**config.mk**
```make
export PLATFORM = sky130hd
export DESIGN_NAME = rx_sequencer
export DESIGN_NICKNAME = d
export VERILOG_FILES = /design/src/rtl/rx_pkg.sv /design/src/rtl/rx_strobe_gen.sv /design/src/rtl/rx_sequencer.sv
export SDC_FILE = /design/constraint.sdc
export NUM_CORES = 1
export LEC_CHECK = 0
export CAP_MARGIN = 25
export CORE_UTILIZATION = 52
export CTS_BUF_LIST = sky130_fd_sc_hd__clkbuf_8
export DETAILED_ROUTE_END_ITERATION = 12
export PLACE_DENSITY = 0.88
export SYNTH_ARGS = -nofsm -noshare
export SYNTH_HDL_FRONTEND = slang
export SYNTH_SLANG_ARGS = --single-unit
```
**constraint.sdc**
```tcl
create_clock -name crx_clk -period 3.7 [get_ports crx_clk]
set_clock_uncertainty 0.05 [all_clocks]
set_input_delay 0.555 -clock crx_clk [delete_from_list [all_inputs] [get_ports crx_clk]]
set_output_delay 0.555 -clock crx_clk [all_outputs]
set_load 0.03 [all_outputs]
```
**src/rtl/rx_pkg.sv**
```systemverilog
// Shared definitions for the receive-chain sequencer: datapath widths and
// the sequencer state encoding seen on o_state.
package rx_pkg;
  localparam int RX_TIME_W = 16;
  localparam int RX_CORR_W = 41;
  localparam int RX_SEQ_W  = 4;

  typedef enum logic [1:0] {
    ST_IDLE    = 2'd0,
    ST_WARMUP  = 2'd1,
    ST_ARMED   = 2'd2,
    ST_HOLDOFF = 2'd3
  } rx_state_t;
endpackage

```
**src/rtl/rx_strobe_gen.sv**
```systemverilog
// Sample-period counter producing the one-in-PERIOD strobe and the
// free-running sample timestamp for the receive chain.
module rx_strobe_gen
  import rx_pkg::*;
#(
  parameter int PERIOD = 128,
  parameter int TIME_W = RX_TIME_W
) (
  input  logic              clk,
  input  logic              rst,
  input  logic              enable,
  input  logic              run,
  input  logic              clear,
  output logic              tick,
  output logic              strobe,
  output logic [TIME_W-1:0] cur_time
);
  localparam int CW = (PERIOD > 1) ? $clog2(PERIOD) : 1;
  localparam logic [CW-1:0] LAST = CW'(PERIOD - 1);

  logic [CW-1:0] count;
  logic          strobe_q;

  // tick marks the edge on which a new sample begins; the strobe register
  // makes it visible one cycle later, together with the incremented time.
  assign tick   = enable && run && !clear && (count == LAST);
  assign strobe = strobe_q && enable;

  always_ff @(posedge clk) begin
    if (rst) begin
      count    <= '0;
      strobe_q <= 1'b0;
      cur_time <= '0;
    end else if (enable) begin
      if (clear) begin
        count    <= '0;
        strobe_q <= 1'b0;
        cur_time <= '0;
      end else if (run) begin
        strobe_q <= tick;
        if (count == LAST) begin
          count    <= '0;
          cur_time <= cur_time + 1'b1;
        end else begin
          count <= count + 1'b1;
        end
      end else begin
        strobe_q <= 1'b0;
      end
    end
  end
endmodule

```
**src/rtl/rx_sequencer.sv**
```systemverilog
// Receive-chain control: start-up sequencing (warm-up, armed, hold-off),
// sample timing, and the detection register read by the ARM.
module rx_sequencer
  import rx_pkg::*;
#(
  parameter int SAMPLE_PERIOD   = 128,
  parameter int WARMUP_SAMPLES  = 64,
  parameter int HOLDOFF_SAMPLES = 256
) (
  input  logic                 crx_clk,
  input  logic                 rrx_rst,
  input  logic                 erx_en,
  input  logic                 i_start,
  input  logic                 i_stop,
  input  logic                 i_peak_trigger,
  input  logic [RX_CORR_W-1:0] i_peak_value,
  input  logic [RX_SEQ_W-1:0]  i_peak_seq,
  input  logic                 i_arm_ack,
  output logic                 o_sample_strobe,
  output logic                 o_chain_en,
  output logic [RX_TIME_W-1:0] o_current_time,
  output logic                 o_det_valid,
  output logic [RX_CORR_W-1:0] o_det_value,
  output logic [RX_SEQ_W-1:0]  o_det_seq,
  output logic [RX_TIME_W-1:0] o_det_time,
  output logic                 o_overrun,
  output logic [1:0]           o_state
);
  localparam logic [15:0] WARM_LAST = 16'(WARMUP_SAMPLES - 1);
  localparam logic [15:0] HOLD_LAST = 16'(HOLDOFF_SAMPLES - 1);

  rx_state_t   state;
  logic [15:0] phase_count;
  logic        tick;
  logic        start_acc;
  logic        armed_trig;

  assign start_acc  = (state == ST_IDLE) && i_start && !i_stop;
  assign armed_trig = (state == ST_ARMED) && i_peak_trigger;
  assign o_state    = state;

  rx_strobe_gen #(
    .PERIOD(SAMPLE_PERIOD),
    .TIME_W(RX_TIME_W)
  ) u_strobe_gen (
    .clk     (crx_clk),
    .rst     (rrx_rst),
    .enable  (erx_en),
    .run     (state != ST_IDLE),
    .clear   (start_acc),
    .tick    (tick),
    .strobe  (o_sample_strobe),
    .cur_time(o_current_time)
  );

  always_ff @(posedge crx_clk) begin
    if (rrx_rst) begin
      state       <= ST_IDLE;
      phase_count <= '0;
      o_chain_en  <= 1'b0;
      o_det_valid <= 1'b0;
      o_det_value <= '0;
      o_det_seq   <= '0;
      o_det_time  <= '0;
      o_overrun   <= 1'b0;
    end else if (erx_en) begin
      // An ack in the capture cycle frees the register for the new detection.
      if (armed_trig && (!o_det_valid || i_arm_ack)) begin
        o_det_valid <= 1'b1;
        o_det_value <= i_peak_value;
        o_det_seq   <= i_peak_seq;
        o_det_time  <= o_current_time;
      end else if (armed_trig) begin
        o_overrun <= 1'b1;
      end else if (i_arm_ack) begin
        o_det_valid <= 1'b0;
      end
      if (start_acc) begin
        o_overrun <= 1'b0;
      end

      if (i_stop) begin
        state      <= ST_IDLE;
        o_chain_en <= 1'b0;
      end else begin
        case (state)
          ST_IDLE: begin
            if (start_acc) begin
              state       <= ST_WARMUP;
              phase_count <= '0;
              o_chain_en  <= 1'b1;
            end
          end
          ST_WARMUP: begin
            if (tick) begin
              if (phase_count == WARM_LAST) begin
                state       <= ST_ARMED;
                phase_count <= '0;
              end else begin
                phase_count <= phase_count + 1'b1;
              end
            end
          end
          ST_ARMED: begin
            if (i_peak_trigger) begin
              state       <= ST_HOLDOFF;
              phase_count <= '0;
            end
          end
          ST_HOLDOFF: begin
            if (tick) begin
              if (phase_count == HOLD_LAST) begin
                state       <= ST_ARMED;
                phase_count <= '0;
              end else begin
                phase_count <= phase_count + 1'b1;
              end
            end
          end
          default: state <= ST_IDLE;
        endcase
      end
    end
  end
endmodule

```
==> results of run 1 <==
how the worst min path moves through the flow:
stage,end,slack [ns],start,depth (start not counted)
5_1_grt,o_det_value[13],0.43,o_det_value[13],2
3_5_place_dp,o_det_value[11],0.40,o_det_value[11],2
3_3_place_gp,o_det_time[14],0.39,o_det_time[14],2
4_1_cts,o_det_value[11],0.41,o_det_value[11],2
6_report,o_det_value[11],0.41,o_det_value[11],2
2_1_floorplan,u_strobe_gen.strobe_q,0.40,u_strobe_gen.strobe_q,2
cell families after synthesis:
| logic type | Yosys count | share of synthesized area |
|---|---|---|
| and+or+nand+nor | 251 | 0.2565 |
| AOI/OAI and AO/OA | 145 | 0.1889 |
| DFF | 106 | 0.4811 |
| buffers and inverters | 48 | 0.04369 |
| xor gates and xnor gates | 5 | 0.009929 |
| muxes | 5 | 0.01135 |
| adders and majority gates | 3 | 0.008512 |
critical path, cell delays in order:
cell and delay (ns):
clkdlybuf4s50_1 0.70, inv_1 0.13, or4_4 0.60, a211oi_4 0.51, a41oi_1 0.20, a311oi_1 0.30
layer usage:
metal  vias to the layer above  GRT usage  routed length, um
li1                       2155          -                  -
met1                      2030     0.3010               4853
met2                       155     0.4665               5704
met3                        21    0.06068                800
met4                         0     0.1051                204
met5                         -          0                  0
where the power goes:
group / switching [mW] / internal, mW / total [mW] / leakage [nW]
Sequential: 0.00619 / 1.14 / 1.15 / 0.854
Combinational: 0.0596 / 0.0686 / 0.128 / 0.971
Clock: 0.397 / 0.272 / 0.669 / 0.0966
Total: 0.463 / 1.48 / 1.95 / 1.92
cell type report:
type,count,area share
clock buffer,10,0.02302
clock inverter,6,0.008162
inverter,11,0.006907
multi-input combinational,409,0.3518
sequential,106,0.3550
tap,105,0.02198
timing repair buffer,140,0.2332
layout by cell type (no fill, tap or decap), types with 2 or more instances in the layout:
cell type,n
nor3_1,8
nand3b_1,2
ha_1,3
a211oi_1,2
nand3_1,13
a21oi_1,96
or4_1,2
mux2i_1,5
and2_1,3
xor2_1,4
or2_2,5
a21boi_0,2
nand4_1,8
o21ai_0,18
clkbuf_8,10
and3_1,6
a311oi_1,3
o2111ai_1,2
a2bb2oi_1,7
nor2b_1,2
nor2_1,27
o211ai_1,2
inv_6,2
or3_1,12
dfxtp_1,106
buf_4,5
o31ai_1,3
nor4_1,2
nand2_1,151
clkdlybuf4s50_1,133
inv_1,12
a31oi_1,2
registers in the layout (all words and copies together), names as in the netlist:
name,flops
o_chain_en,1
o_det_seq,4
o_det_time,16
o_det_valid,1
o_det_value,41
o_overrun,1
o_state,2
phase_count,16
u_strobe_gen.count,7
u_strobe_gen.cur_time,16
u_strobe_gen.strobe_q,1
==> reports/qor.yml, run 1 <==
final_layout:
  fin_area_sq_um: 5978
  fin_util: 0.7276
  nNetsFinal: 732
  drive_above_1_share: 0.04839
  ff_latch_area_sq_um: 2122
  layout.cells.non_filler: 787
  num_antenna_cells: 0
  n_fill_cell: 653
  area_growth_pct: 35.55
  multi_input_area_sq_um: 2103
route:
  wl_per_cell_um: 14.69
  vias: 4361
  wirelength_mm: 11.56
  vias_per_cell: 5.541
  drc_errors: 0
  drtPass1Iterations: 5
  drtIter0Drc: 370
  detail-route-antenna-nets: 0
logic_synthesis:
  synthCells: 563
  synthArstFlopShare: 0
  synthTopCellsByArea: "dfxtp_1 (48%), nand2_1 (13%), a21oi_1 (11%)"
  synth.avg_cell_area_sq_um: 7.834
  synth_most_common_cell: "nand2_1"
  synth_common_cells: "nand2_1 (151), dfxtp_1 (106), a21oi_1 (96)"
  synth_top_area_frac: 0.4811
  yosysUniqueCellTypes: 49
  synth_edf_count: 0
  synth-seq-cells: 106
  syn-cell-area_sq_um: 4410
  mappedNetlistNets: 618
  seq_area_frac_synth: 0.4811
  yosysWarningCount: 0
  yosysTopAreaCell: "dfxtp_1"
  synth-main-ff-cell: "dfxtp_1"
timing:
  fin_crit_sh: 0.7490
  fin_crit_ns: 2.771
  fmax_mhz: 360.8
  finalSetupViolCount: 0
  rsz0062_at_grt: "no"
  slew_headroom: 0.5155
  holdWs_ns: 0.4065
  timing.setup.tns_ns: 0
  tightest_slew_ns: 0.7235
  finalHoldViolCount: 0
  setup_ws_ns: 0.9287
  drv_slew: 0
global_route:
  grt_overflow: 0
  grt_pass1_wl_mm: 18.53
  grt.total_usage: 0.2622
  grt_pass1_vias: 4047
  antenna_found_initial: 0
  grt_max_degree: 72
placement:
  placement.cell_area_sq_um: 5792
  io_buffers: 134
  dp_hpwl_mm: 8.123
  pre_cts_ws_ns: 0.6299
  place_congestion: 0.8546
  dp.cells: 771
setup_path:
  startpoint: "erx_en"
  worst_setup_path_end_kind: "flip-flop"
  rr_worst_depth: 6
  cp_data_arrival_time_ns: 2.99
  rrSetupSlack_ns: 1.30
  endpoint: "phase_count[4]"
  r2r_start: "u_strobe_gen.count[0]"
  rr_endpoint: "phase_count[4]"
  critPathLaunchType: "primary input"
  required_ns: 3.91
  worstSetupPathType: "primary input to flip-flop"
  crit_path_max_fanout: 13
clocking:
  cts.htree.levels: 3
  cts-hold-fix-buffers: 0
  cts_tree: "done"
  root_buffer: "clkbuf_8"
  cts_inserted_buffers: 9
  post_cts_buffers: 0
  cts_resized: 0
  clock_latency_ns: 0.37
  clkTransAtPathRegs_ns: 0.09
  ctsLongestPathBuffers: 2
  numClockSinks: 106
hold_path:
  hp-class: "flip-flop to flip-flop"
power:
  p_leak_nw: 1.921
  ir_drop_v: 0.0001759
  total_power_mw: 1.948
  power.density_nw_per_um2: 325.8
floorplanning:
  die_h_um: 94.10
  initial_core_util: 0.5368
  die_area_sq_um: 8854
  fp.coreArea_sq_um: 8217
  die_w_um: 94.10
  num_io_pins: 135
  rows: 33
run:
  maxCapViolations: 0
status:
  status: "complete, no violations"
(Power assumes the default switching activity.)
==> run 2, diff against run 1 <==
--- a/config.mk
+++ b/config.mk
@@ -6,10 +6,10 @@
 export NUM_CORES = 1
 export LEC_CHECK = 0
 export CAP_MARGIN = 25
-export CORE_UTILIZATION = 52
+export CORE_UTILIZATION = 44
 export CTS_BUF_LIST = sky130_fd_sc_hd__clkbuf_8
 export DETAILED_ROUTE_END_ITERATION = 12
-export PLACE_DENSITY = 0.88
+export PLACE_DENSITY = 0.79
 export SYNTH_ARGS = -nofsm -noshare
 export SYNTH_HDL_FRONTEND = slang
 export SYNTH_SLANG_ARGS = --single-unit
==> constraint.sdc (replaced) <==
create_clock -name crx_clk -period 2.5 [get_ports crx_clk]
set_clock_uncertainty 0.05 [all_clocks]
set_input_delay 0.375 -clock crx_clk [delete_from_list [all_inputs] [get_ports crx_clk]]
set_output_delay 0.375 -clock crx_clk [all_outputs]
set_load 0.03 [all_outputs]
==> reports/qor.yml, run 2 (synthesized netlist as in run 1, its figures left out) <==
setup_path:
  critPathBufInv: 3  # +1
  crit_path_max_fanout: 6  # -7
  required_ns: 2.08  # -1.83 ns
  max_stage_delay_ns: 0.67  # -0.03 ns
  worstSetupPathType: "primary input to output pin"
  worst_setup_path_end_kind: "output pin"
  rrSetupSlack_ns: 0.35  # -0.95 ns
  cp_common_cell: "clkdlybuf4s50_1"
  cp_data_arrival_time_ns: 1.79  # -1.20 ns
  crit_path_top_delay_cell: "clkdlybuf4s50_1"
  crit_chain: "clkdlybuf4s50_1, buf_4, and2_1, clkdlybuf4s50_1"
  crit_family: "buffers and inverters"
  critPathLaunchType: "primary input"
clocking:
  numClockSinks: 106  # unchanged
  cts_resized: 0  # unchanged
  cts.htree.levels: 3  # unchanged
  ctsLongestPathBuffers: 2  # unchanged
  root_buffer: "clkbuf_8"
  post_cts_buffers: 0  # unchanged
  cts_tree: "done"
  clock_latency_ns: 0.37  # about the same
  cts-hold-fix-buffers: 0  # unchanged
  cts_inserted_buffers: 9  # unchanged
  clkTransAtPathRegs_ns: 0.11  # +0.02 ns
route:
  drtPass1Iterations: 4  # -1
  vias_per_cell: 5.312  # -4.1%
  drtIter0Drc: 174  # -53%
  vias: 4414  # +1.2%
  wl_per_cell_um: 14.29  # -2.7%
  drc_errors: 0  # unchanged
  detail-route-antenna-nets: 0  # unchanged
  wirelength_mm: 11.88  # +2.7%
floorplanning:
  num_io_pins: 135  # unchanged
  rows: 36  # +9.1%
  initial_core_util: 0.4533  # -0.08346
  die_area_sq_um: 10430  # +18%
  fp.coreArea_sq_um: 9729  # +18%
  die_w_um: 102.1  # +8.5%
  die_h_um: 102.1  # +8.5%
final_layout:
  area_growth_pct: 40.45
  num_antenna_cells: 0  # unchanged
  layout_common_cells: "nand2_1 (151), clkdlybuf4s50_1 (133), dfxtp_1 (106)"
  n_fill_cell: 854  # +31%
  largest_register_ffs: 41  # unchanged
  top_register: "o_det_value"
  nNetsFinal: 748  # +2.2%
  drive_above_1_share: 0.07163  # +0.02325
  final_common_cell: "nand2_1"
timing:
  tightest_slew_ns: 0.5406  # -0.1829 ns
  finalSetupViolCount: 0  # unchanged
  fmax_mhz: 450.7
  setup_ws_ns: 0.2811  # -0.6476 ns
  rsz0062_at_grt: "no"
  timing.setup.tns_ns: 0  # unchanged
  finalHoldViolCount: 0  # unchanged
  fin_crit_sh: 0.8876
  slew_headroom: 0.6392  # +0.1237
  drv_slew: 0  # unchanged
  fin_crit_ns: 2.219
hold_path:
  hp-class: "primary input to flip-flop"
global_route:
  grt_pass1_wl_mm: 18.98  # +2.4%
  grt_pass1_vias: 4122  # +1.9%
  grt.total_usage: 0.2295  # -0.03277
  grt_overflow: 0  # unchanged
  grt_max_degree: 62  # -14%
  antenna_found_initial: 0  # unchanged
placement:
  io_buffers: 134  # unchanged
  dp_hpwl_mm: 8.296  # +2.1%
  pre_cts_ws_ns: 0.07339  # -0.5565 ns
  place_congestion: 0.8146  # -4.7%
run:
  maxCapViolations: 0  # unchanged
power:
  p_leak_nw: 2.025  # +5.4%
  power.density_nw_per_um2: 486.1  # +49%
  ir_drop_v: 0.0003821  # +120%
status:
  status: "complete, no violations"
run 2: through the flow:
stage                 util  cells  hold slack [ns]  instance area, sq um  power (mW)
finish              0.6367    831           0.3560                  6195       3.011
detailed placement  0.6151    815           0.3964                  5984       1.943
floorplan                -    563           0.3982                  4410       1.818
CTS                 0.6367    831           0.3412                  6195       3.034
global route        0.6367    831           0.3735                  6195       3.113
global placement    0.6151    815           0.3915                  5984       1.941
run 2: worst paths after layout:
path              cells after the start                  endpoint                   from
setup / recovery                      4           o_sample_strobe                 erx_en
setup reg to reg                      7           phase_count[10]  u_strobe_gen.count[0]
hold reg to reg                       2            o_det_value[3]         o_det_value[3]
hold / removal                        2  u_strobe_gen.cur_time[1]                rrx_rst
run 2: area by class of cell:
cell class / count / area (sq um) / area share
Inverter: 11 / 41.29 / 0.006665
Multi-Input combinational cell: 409 / 2103 / 0.3395
Sequential cell: 106 / 2122 / 0.3426
Tap cell: 133 / 166.4 / 0.02686
Clock buffer: 10 / 137.6 / 0.02222
Clock inverter: 6 / 72.57 / 0.01171
Timing Repair Buffer: 156 / 1551 / 0.2505
run 2: power breakdown:
group	switching, mW	internal [mW]
Combinational	0.0910	0.112
Sequential	0.00898	1.69
Clock	0.602	0.503
Total	0.702	2.31
run 2: metal layers:
| layer | vias to the layer above | share of wire | GRT usage | routed length [um] |
|---|---|---|---|---|
| met5 | - | 0 | 0 | 0 |
| met1 | 2099 | 0.43 | 0.2746 | 5119 |
| met4 | 0 | 0.016 | 0.09670 | 191 |
| met3 | 19 | 0.050 | 0.04925 | 590 |
| li1 | 2187 | - | - | - |
| met2 | 109 | 0.50 | 0.3980 | 5973 |
run 2: worst reg2reg max path: stages, from the launching register on:
cell and delay (ns):
dfxtp_1 0.42, ha_1 0.21, nand2_1 0.13, or4_4 0.47, a211oi_4 0.32, buf_4 0.22
nand4bb_1 0.11, a21oi_1 0.15
==> run 3, diff against run 2 <==
--- a/config.mk
+++ b/config.mk
@@ -13,3 +13,4 @@
 export SYNTH_ARGS = -nofsm -noshare
 export SYNTH_HDL_FRONTEND = slang
 export SYNTH_SLANG_ARGS = --single-unit
+export TNS_END_PERCENT = 30
==> results of run 3 <==
Final layout, timing and power as in run 2 (identical DEF).
